[src/rtl/display_pkg.sv]
// Shared types and constants for the seven-segment scan path.
//   scan_state_t : scan FSM states (digit lit / inter-digit blanking gap)
//   nibble_vec_t : four display nibbles, index 0 = least significant digit
//   lz_blank()   : leading-zero test for the currently selected digit
package display_pkg;

  typedef enum logic [0:0] {
    SHOW = 1'b0,
    GAP  = 1'b1
  } scan_state_t;

  localparam int DIGIT_COUNT     = 4;
  localparam int DIGIT_SEL_WIDTH = 2;
  localparam int NIBBLE_WIDTH    = 4;
  localparam int WORD_WIDTH      = DIGIT_COUNT * NIBBLE_WIDTH;

  typedef logic [DIGIT_COUNT-1:0][NIBBLE_WIDTH-1:0] nibble_vec_t;

  // A digit is a leading zero when it and every more significant digit are
  // zero. Digit 0 always stays lit so a zero value still shows "0".
  function automatic logic lz_blank(input nibble_vec_t shadow,
                                    input logic [DIGIT_SEL_WIDTH-1:0] sel);
    logic upper_zero;
    upper_zero = 1'b1;
    for (int i = 0; i < DIGIT_COUNT; i++) begin
      if (i >= int'(sel) && shadow[i] != '0) upper_zero = 1'b0;
    end
    return (sel != '0) && upper_zero;
  endfunction

endpackage

[src/rtl/display_scan_scheduler_dwell_timer.sv]
// dwell_timer: free-running phase counter for the scan FSM.
//   clock, reset : rising-edge clock, synchronous active-high reset
//   clear        : force count to 0 (scan frozen)
//   enable       : count this cycle
//   last         : terminal value, supplied at runtime (dwell or gap length - 1)
//   terminal     : high in the enabled cycle where count == last; the counter
//                  rolls back to 0 on that same edge
module dwell_timer #(
  parameter int TIMER_WIDTH = 17
) (
  input  logic                   clock,
  input  logic                   reset,
  input  logic                   clear,
  input  logic                   enable,
  input  logic [TIMER_WIDTH-1:0] last,
  output logic                   terminal
);

  logic [TIMER_WIDTH-1:0] count;

  assign terminal = enable && (count == last);

  always_ff @(posedge clock) begin
    if (reset || clear) begin
      count <= '0;
    end else if (enable) begin
      count <= terminal ? '0 : count + TIMER_WIDTH'(1);
    end
  end

endmodule

[src/rtl/display_scan_scheduler.sv]
// display_scan_scheduler: time-multiplexes the 4-digit seven-segment display.
//   clock, reset      : rising-edge clock, synchronous active-high reset
//   scanEnable        : 1 = scan runs; 0 = display blanked, scan frozen on digit
//   lzSuppress        : 1 = blank leading-zero digits (digit 0 always lit)
//   dataWord/Valid    : producer word, [3:0] = digit 0
//   dataReady         : word accepted when dataValid & dataReady
//   digitCounter      : digit select 0..3 for the segment controller
//   nibbleA..D        : tear-free shadow nibbles for digits 0..3
//   digitBlank        : force all digit enables off (registered)
//   frameTick         : one-cycle pulse the cycle digitCounter wraps 3 -> 0
// Each digit is lit for DWELL_CYCLES then blanked for GAP_CYCLES (anti-ghost).
// New words wait in a one-deep pending buffer and move to the shadow only at
// a frame boundary, so a frame never shows a mix of two words.
module display_scan_scheduler
  import display_pkg::*;
#(
  parameter int DWELL_CYCLES = 50000,
  parameter int GAP_CYCLES   = 500,
  parameter int TIMER_WIDTH  = 17
) (
  input  logic                       clock,
  input  logic                       reset,
  input  logic                       scanEnable,
  input  logic                       lzSuppress,
  input  logic [WORD_WIDTH-1:0]      dataWord,
  input  logic                       dataValid,
  output logic                       dataReady,
  output logic [DIGIT_SEL_WIDTH-1:0] digitCounter,
  output logic [NIBBLE_WIDTH-1:0]    nibbleA,
  output logic [NIBBLE_WIDTH-1:0]    nibbleB,
  output logic [NIBBLE_WIDTH-1:0]    nibbleC,
  output logic [NIBBLE_WIDTH-1:0]    nibbleD,
  output logic                       digitBlank,
  output logic                       frameTick
);

  localparam bit HAS_GAP = (GAP_CYCLES > 0);
  localparam logic [TIMER_WIDTH-1:0] DWELL_LAST = TIMER_WIDTH'(DWELL_CYCLES - 1);
  // With no gap the GAP limit is never selected; keep it a legal value.
  localparam logic [TIMER_WIDTH-1:0] GAP_LAST   =
    HAS_GAP ? TIMER_WIDTH'(GAP_CYCLES - 1) : '0;
  localparam logic [DIGIT_SEL_WIDTH-1:0] LAST_DIGIT =
    DIGIT_SEL_WIDTH'(DIGIT_COUNT - 1);

  scan_state_t             state;
  nibble_vec_t             shadow;
  nibble_vec_t             pending;
  logic                    pendingFull;
  logic [TIMER_WIDTH-1:0]  timer_last;
  logic                    timer_done;
  logic                    advance;
  logic                    frameBoundary;
  logic                    accept;

  assign timer_last = (state == GAP) ? GAP_LAST : DWELL_LAST;

  // Disabling the scan clears the timer so re-enable starts a full dwell.
  dwell_timer #(
    .TIMER_WIDTH (TIMER_WIDTH)
  ) u_timer (
    .clock    (clock),
    .reset    (reset),
    .clear    (!scanEnable),
    .enable   (scanEnable),
    .last     (timer_last),
    .terminal (timer_done)
  );

  // Digit moves on at the end of the gap, or at the end of the dwell when
  // the design is built without a gap.
  assign advance       = timer_done && ((state == GAP) || !HAS_GAP);
  assign frameBoundary = advance && (digitCounter == LAST_DIGIT);

  // A full buffer frees up at the frame boundary, so a waiting word can be
  // taken in the same cycle the old one moves to the shadow.
  assign dataReady = !pendingFull || frameBoundary;
  assign accept    = dataValid && dataReady;

  always_ff @(posedge clock) begin
    if (reset) begin
      state        <= SHOW;
      digitCounter <= '0;
      shadow       <= '0;
      pending      <= '0;
      pendingFull  <= 1'b0;
      digitBlank   <= 1'b1;
      frameTick    <= 1'b0;
    end else begin
      frameTick  <= frameBoundary;
      digitBlank <= (state == GAP) || !scanEnable ||
                    (lzSuppress && lz_blank(shadow, digitCounter));

      if (!scanEnable) begin
        state <= SHOW;
      end else if (timer_done) begin
        state <= ((state == SHOW) && HAS_GAP) ? GAP : SHOW;
      end

      // Two-bit counter wraps 3 -> 0 on its own.
      if (advance) digitCounter <= digitCounter + DIGIT_SEL_WIDTH'(1);

      if (frameBoundary && pendingFull) shadow <= pending;

      if (accept) begin
        pending     <= nibble_vec_t'(dataWord);
        pendingFull <= 1'b1;
      end else if (frameBoundary) begin
        pendingFull <= 1'b0;
      end
    end
  end

  assign nibbleA = shadow[0];
  assign nibbleB = shadow[1];
  assign nibbleC = shadow[2];
  assign nibbleD = shadow[3];

endmodule

[config.mk]
export PLATFORM = sky130hd
export DESIGN_NAME = display_scan_scheduler
export DESIGN_NICKNAME = d
export VERILOG_FILES = /design/src/rtl/display_pkg.sv /design/src/rtl/display_scan_scheduler_dwell_timer.sv /design/src/rtl/display_scan_scheduler.sv
export SDC_FILE = /design/constraint.sdc
export NUM_CORES = 1
export LEC_CHECK = 0
export CAP_MARGIN = 20
export CORE_ASPECT_RATIO = 0.5
export CORE_MARGIN = 1.5
export CORE_UTILIZATION = 47
export DETAILED_ROUTE_END_ITERATION = 8
export GPL_ROUTABILITY_DRIVEN = 1
export PLACE_DENSITY_LB_ADDON = 0.25
export SKIP_CTS_REPAIR_TIMING = 1
export SYNTH_ARGS = -nofsm -noshare
export SYNTH_HDL_FRONTEND = slang
export SYNTH_SLANG_ARGS = --single-unit
[constraint.sdc]
create_clock -name clock -period 2.1 [get_ports clock]
set_input_delay 0.42 -clock clock [delete_from_list [all_inputs] [get_ports clock]]
set_output_delay 0.42 -clock clock [all_outputs]
set_load 0.005 [all_outputs]
==> reports/results.md <==
• finished with violations — status
• setup timing — violations in the final reports
• 35 — count of unique library cells instantiated by Yosys
• 1.193 nW — reported leakage power
• 0.11 ns — Worst-path clk slew
• 1940 — vias after detailed routing
• 4977 um2 — area of the placeable core
• 0.2469 — proportion of total power due to net switching
• pending[10] — origin of the worst min-delay path
• yes — setup repair after global routing missed its margin
• 0 — Antenna Cells
• -0.11 ns — R2R Setup Slk
• 0 — remaining antenna violation count after routing
• 0.0004571 W — net load switching power
• 0.5244 — headroom to the max-slew limit
• 0.0003414 V — peak supply drop
• 0.075 — Combinational Power Share
• 0 — total global routing overflow
• 2465 um2 — cell area after technology mapping
• 105.4 um — die extent in x
• 4.962 — vias per cell
• 55 — clock sink total
• clkbuf_8 — root cell of the clock tree
• 4 — DRT Pass-1 Iters
• 252 — number of cells produced by synthesis
• 7 — Worst Reg2Reg Path Length in Cells
• 41 — number of port buffers
• 1104 um2 — flip-flop and latch area
• 427 — Filler Cells Inserted
• 74 — DR iter-0 viols
• 54.21 um — die outline height
• 1795 — vias in the first global route
• 33.05% — Layout area overhead
• 0.001394 W — Int Pwr
• 0 — DR DRC count
• 345 — number of nets in the layout
• nibbleB[3] — RR Endpoint
• 0 — number of maximum-capacitance violations
• 0.01113 ns — clock tree skew after final layout
• 0.583 — share of total power in sequential cells
• 2 — Longest Clk Path Bufs
• 564.6 nW/um2 — Power per Cell Area
• 51 — pin count of the biggest net entering global routing
• 2 — # H-tree levels
• or4bb_4 > nor4b_4 > o211ai_2 > nand2_1 > buf_2 — critical-path cell list
• 0.1884 — GRT Overall Usage
• 0.4467 — area share of the largest cell type after synthesis
• 5714 um2 — die area
• 55 — post-synthesis register bit count
• 13.75 um — average wire per standard cell
• 277 — Net Count, Synth
• 0 — Yosys warning total
• 2 — Min-Delay Path Depth
• u_timer.count[14] — worst flop-to-flop path startpoint
• simple AND/OR/NAND/NOR gates — crit-path leading delay family
• 0.4952 — initial cell density of the core
• reg2reg — kind of path behind the tightest hold check
• 8135 um — first-pass GRT wire length
• 1.89 ns — data arrival time of the critical path
• 1271 um2 — multi-input logic area
• output pin — sort of element at the end of the critical path
• 0.4335 GHz — Fmax
• 0 — final slew viol count
• 5377 um — detailed-route wire length
• -0.2397 ns — Setup Slack @ Placement
• pending[10] — worst min-delay path endpoint
• dfxtp_1 (45%), mux2i_1 (13%), nand2b_1 (8.6%) — largest cells by area after synthesis
• reg2out — start-to-end type of the worst setup path
• dfxtp_1 — leading area contributor after synthesis
• 0.33 ns — worst skew pair latency
• 1.098 — final critical-path share of the clock period
• 0.55 ns — longest individual stage delay on the worst path
• 3 — Critical Path Fanout Max
• 9.781 um2 — Mean Syn Cell Area
• 0.4467 — sequential cell area fraction in the yosys report
• 42 — io pins
• 1 — Crit path buffers/inverters
• 0 — count of final hold-check violations
• -0.2067 ns — final critical-path setup slack
• 0.8772 — weighted congestion reported at the end of routability-driven placement
• 18 — Site Rows
• 0.1682 — share of final-layout standard cells stronger than drive strength 1
• 0.7069 ns — actual slew at the worst max-slew pin
• 22 — number of setup violations in the final report
• 1.68 ns — data required time at the worst endpoint
• 0 — antenna violations before repair
• 0.4814 ns — final hold slack
• 2.307 ns — shortest period the worst path allows
• 5 — clock buffer count from CTS
• 0.342 — fraction of power consumed by the clock network
• yes — TritonCTS clock tree
• flop — CP startpoint kind
• 3715 um — HPWL after DPL
• or4bb_4 — Max stage delay cell, worst path
==> cells by family after synthesis <==
family / Yosys count / share of synthesized area
flip-flops: 55 / 0.4467
adder cells (fa/ha/maj): 4 / 0.02031
XOR/XNOR: 18 / 0.06396
buffers and inverters: 20 / 0.04720
AO/OA/AOI/OAI: 8 / 0.02893
AND/OR/NAND/NOR: 114 / 0.2589
multiplexers: 33 / 0.1340
==> through the flow <==
| stage | util | power (W) | TNS [ns] | instance area (um2) | cells |
|---|---|---|---|---|---|
| 6_report | 0.6589 | 0.001851 | -1.389 | 3279 | 391 |
| 5_1_grt | 0.6589 | 0.001927 | -4.445 | 3279 | 391 |
| 4_1_cts | 0.6458 | 0.001867 | -1.888 | 3214 | 388 |
| 3_5_place_dp | 0.6267 | 0.001243 | -0.9150 | 3119 | 380 |
| 3_3_place_gp | 0.6267 | 0.001237 | -0.1768 | 3119 | 380 |
| 2_1_floorplan | - | 0.001174 | 0 | 2465 | 252 |
==> how the worst max path moves through the flow <==
stage / from / to / slack [ns] / depth (start not counted)
after floorplan: state / pending[0] / 0.02 / 7
after global placement: u_timer.count[3] / dataReady / -0.17 / 5
after detailed placement: u_timer.count[3] / dataReady / -0.24 / 5
after CTS: u_timer.count[14] / dataReady / -0.62 / 5
after global routing: u_timer.count[3] / dataReady / -0.29 / 5
final: u_timer.count[14] / dataReady / -0.21 / 5
==> cells in the final DEF, fill, tap and decap left out, drive strengths merged, types with 2 or more instances in the layout <==
master / instances
clkdlybuf4s50: 40
xor2: 8
nor4: 6
nor2: 42
and3: 2
nand2: 8
o211ai: 3
dfxtp: 55
nand4: 6
nor3: 5
ha: 4
a21oi: 2
xnor2: 10
nand3: 5
or4b: 2
nand2b: 34
inv: 10
mux2i: 33
buf: 32
clkbuf: 6
==> sequential cells by signal, indices dropped and copies added (netlist names) <==
name	cells
u_timer.count	17
pending	16
nibbleA	4
nibbleB	4
nibbleC	4
nibbleD	4
digitCounter	2
digitBlank	1
frameTick	1
pendingFull	1
state	1
==> layout make-up <==
cell class                      instances  share of cell area
Multi-Input combinational cell        177              0.3876
Sequential cell                        55              0.3365
Timing Repair Buffer                   73              0.2110
Tap cell                               70             0.02671
Clock buffer                            5             0.02098
Inverter                                8            0.009157
Clock inverter                          3            0.008012
==> worst reg2reg max path: stages, from the launching register on <==
cell	delay [ns]
dfxtp_2	0.35
or4bb_4	0.55
nor4b_4	0.29
buf_4	0.18
o2111a_2	0.28
buf_12	0.16
mux2i_4	0.23
nor2_2	0.07
==> cell usage after synthesis <==
cell type / instances
o21ai_0: 1
ha_1: 4
and3_1: 1
buf_6: 1
inv_1: 8
nand2_1: 8
and3_2: 1
or4bb_1: 1
buf_8: 1
and2_1: 1
nand3b_1: 1
nand2b_1: 34
buf_12: 1
dfxtp_1: 55
xor2_1: 8
nand4_1: 6
nor4_1: 4
o211ai_1: 2
buf_2: 1
a21oi_1: 1
o22ai_1: 1
mux2i_1: 33
nor4_4: 2
o2111a_1: 1
nor2_1: 42
clkbuf_1: 6
o211ai_2: 1
nand3_1: 5
nor3_1: 5
buf_4: 1
a21oi_4: 1
or4b_1: 2
nor4b_4: 1
clkbuf_2: 1
xnor2_1: 10
==> power by group through the flow <==
stage / logic [W] / registers (W) / clock network (W)
floorplan: 0.0000733 / 0.00110 / 0
global placement: 0.000135 / 0.00110 / 0
detailed placement: 0.000139 / 0.00110 / 0
CTS: 0.000139 / 0.00108 / 0.000648
global route: 0.000150 / 0.00108 / 0.000694
finish: 0.000139 / 0.00108 / 0.000633
==> layer usage <==
metal  GRT usage  vias to the layer above  routed length [um]
met1      0.2257                      914                2497
li1            -                      974                   -
met2      0.3399                       42                2647
met3     0.04358                       10                 148
met4     0.07534                        0                  82
met5           0                        -                   0
Note: power is estimated with default switching activity, not from simulation.
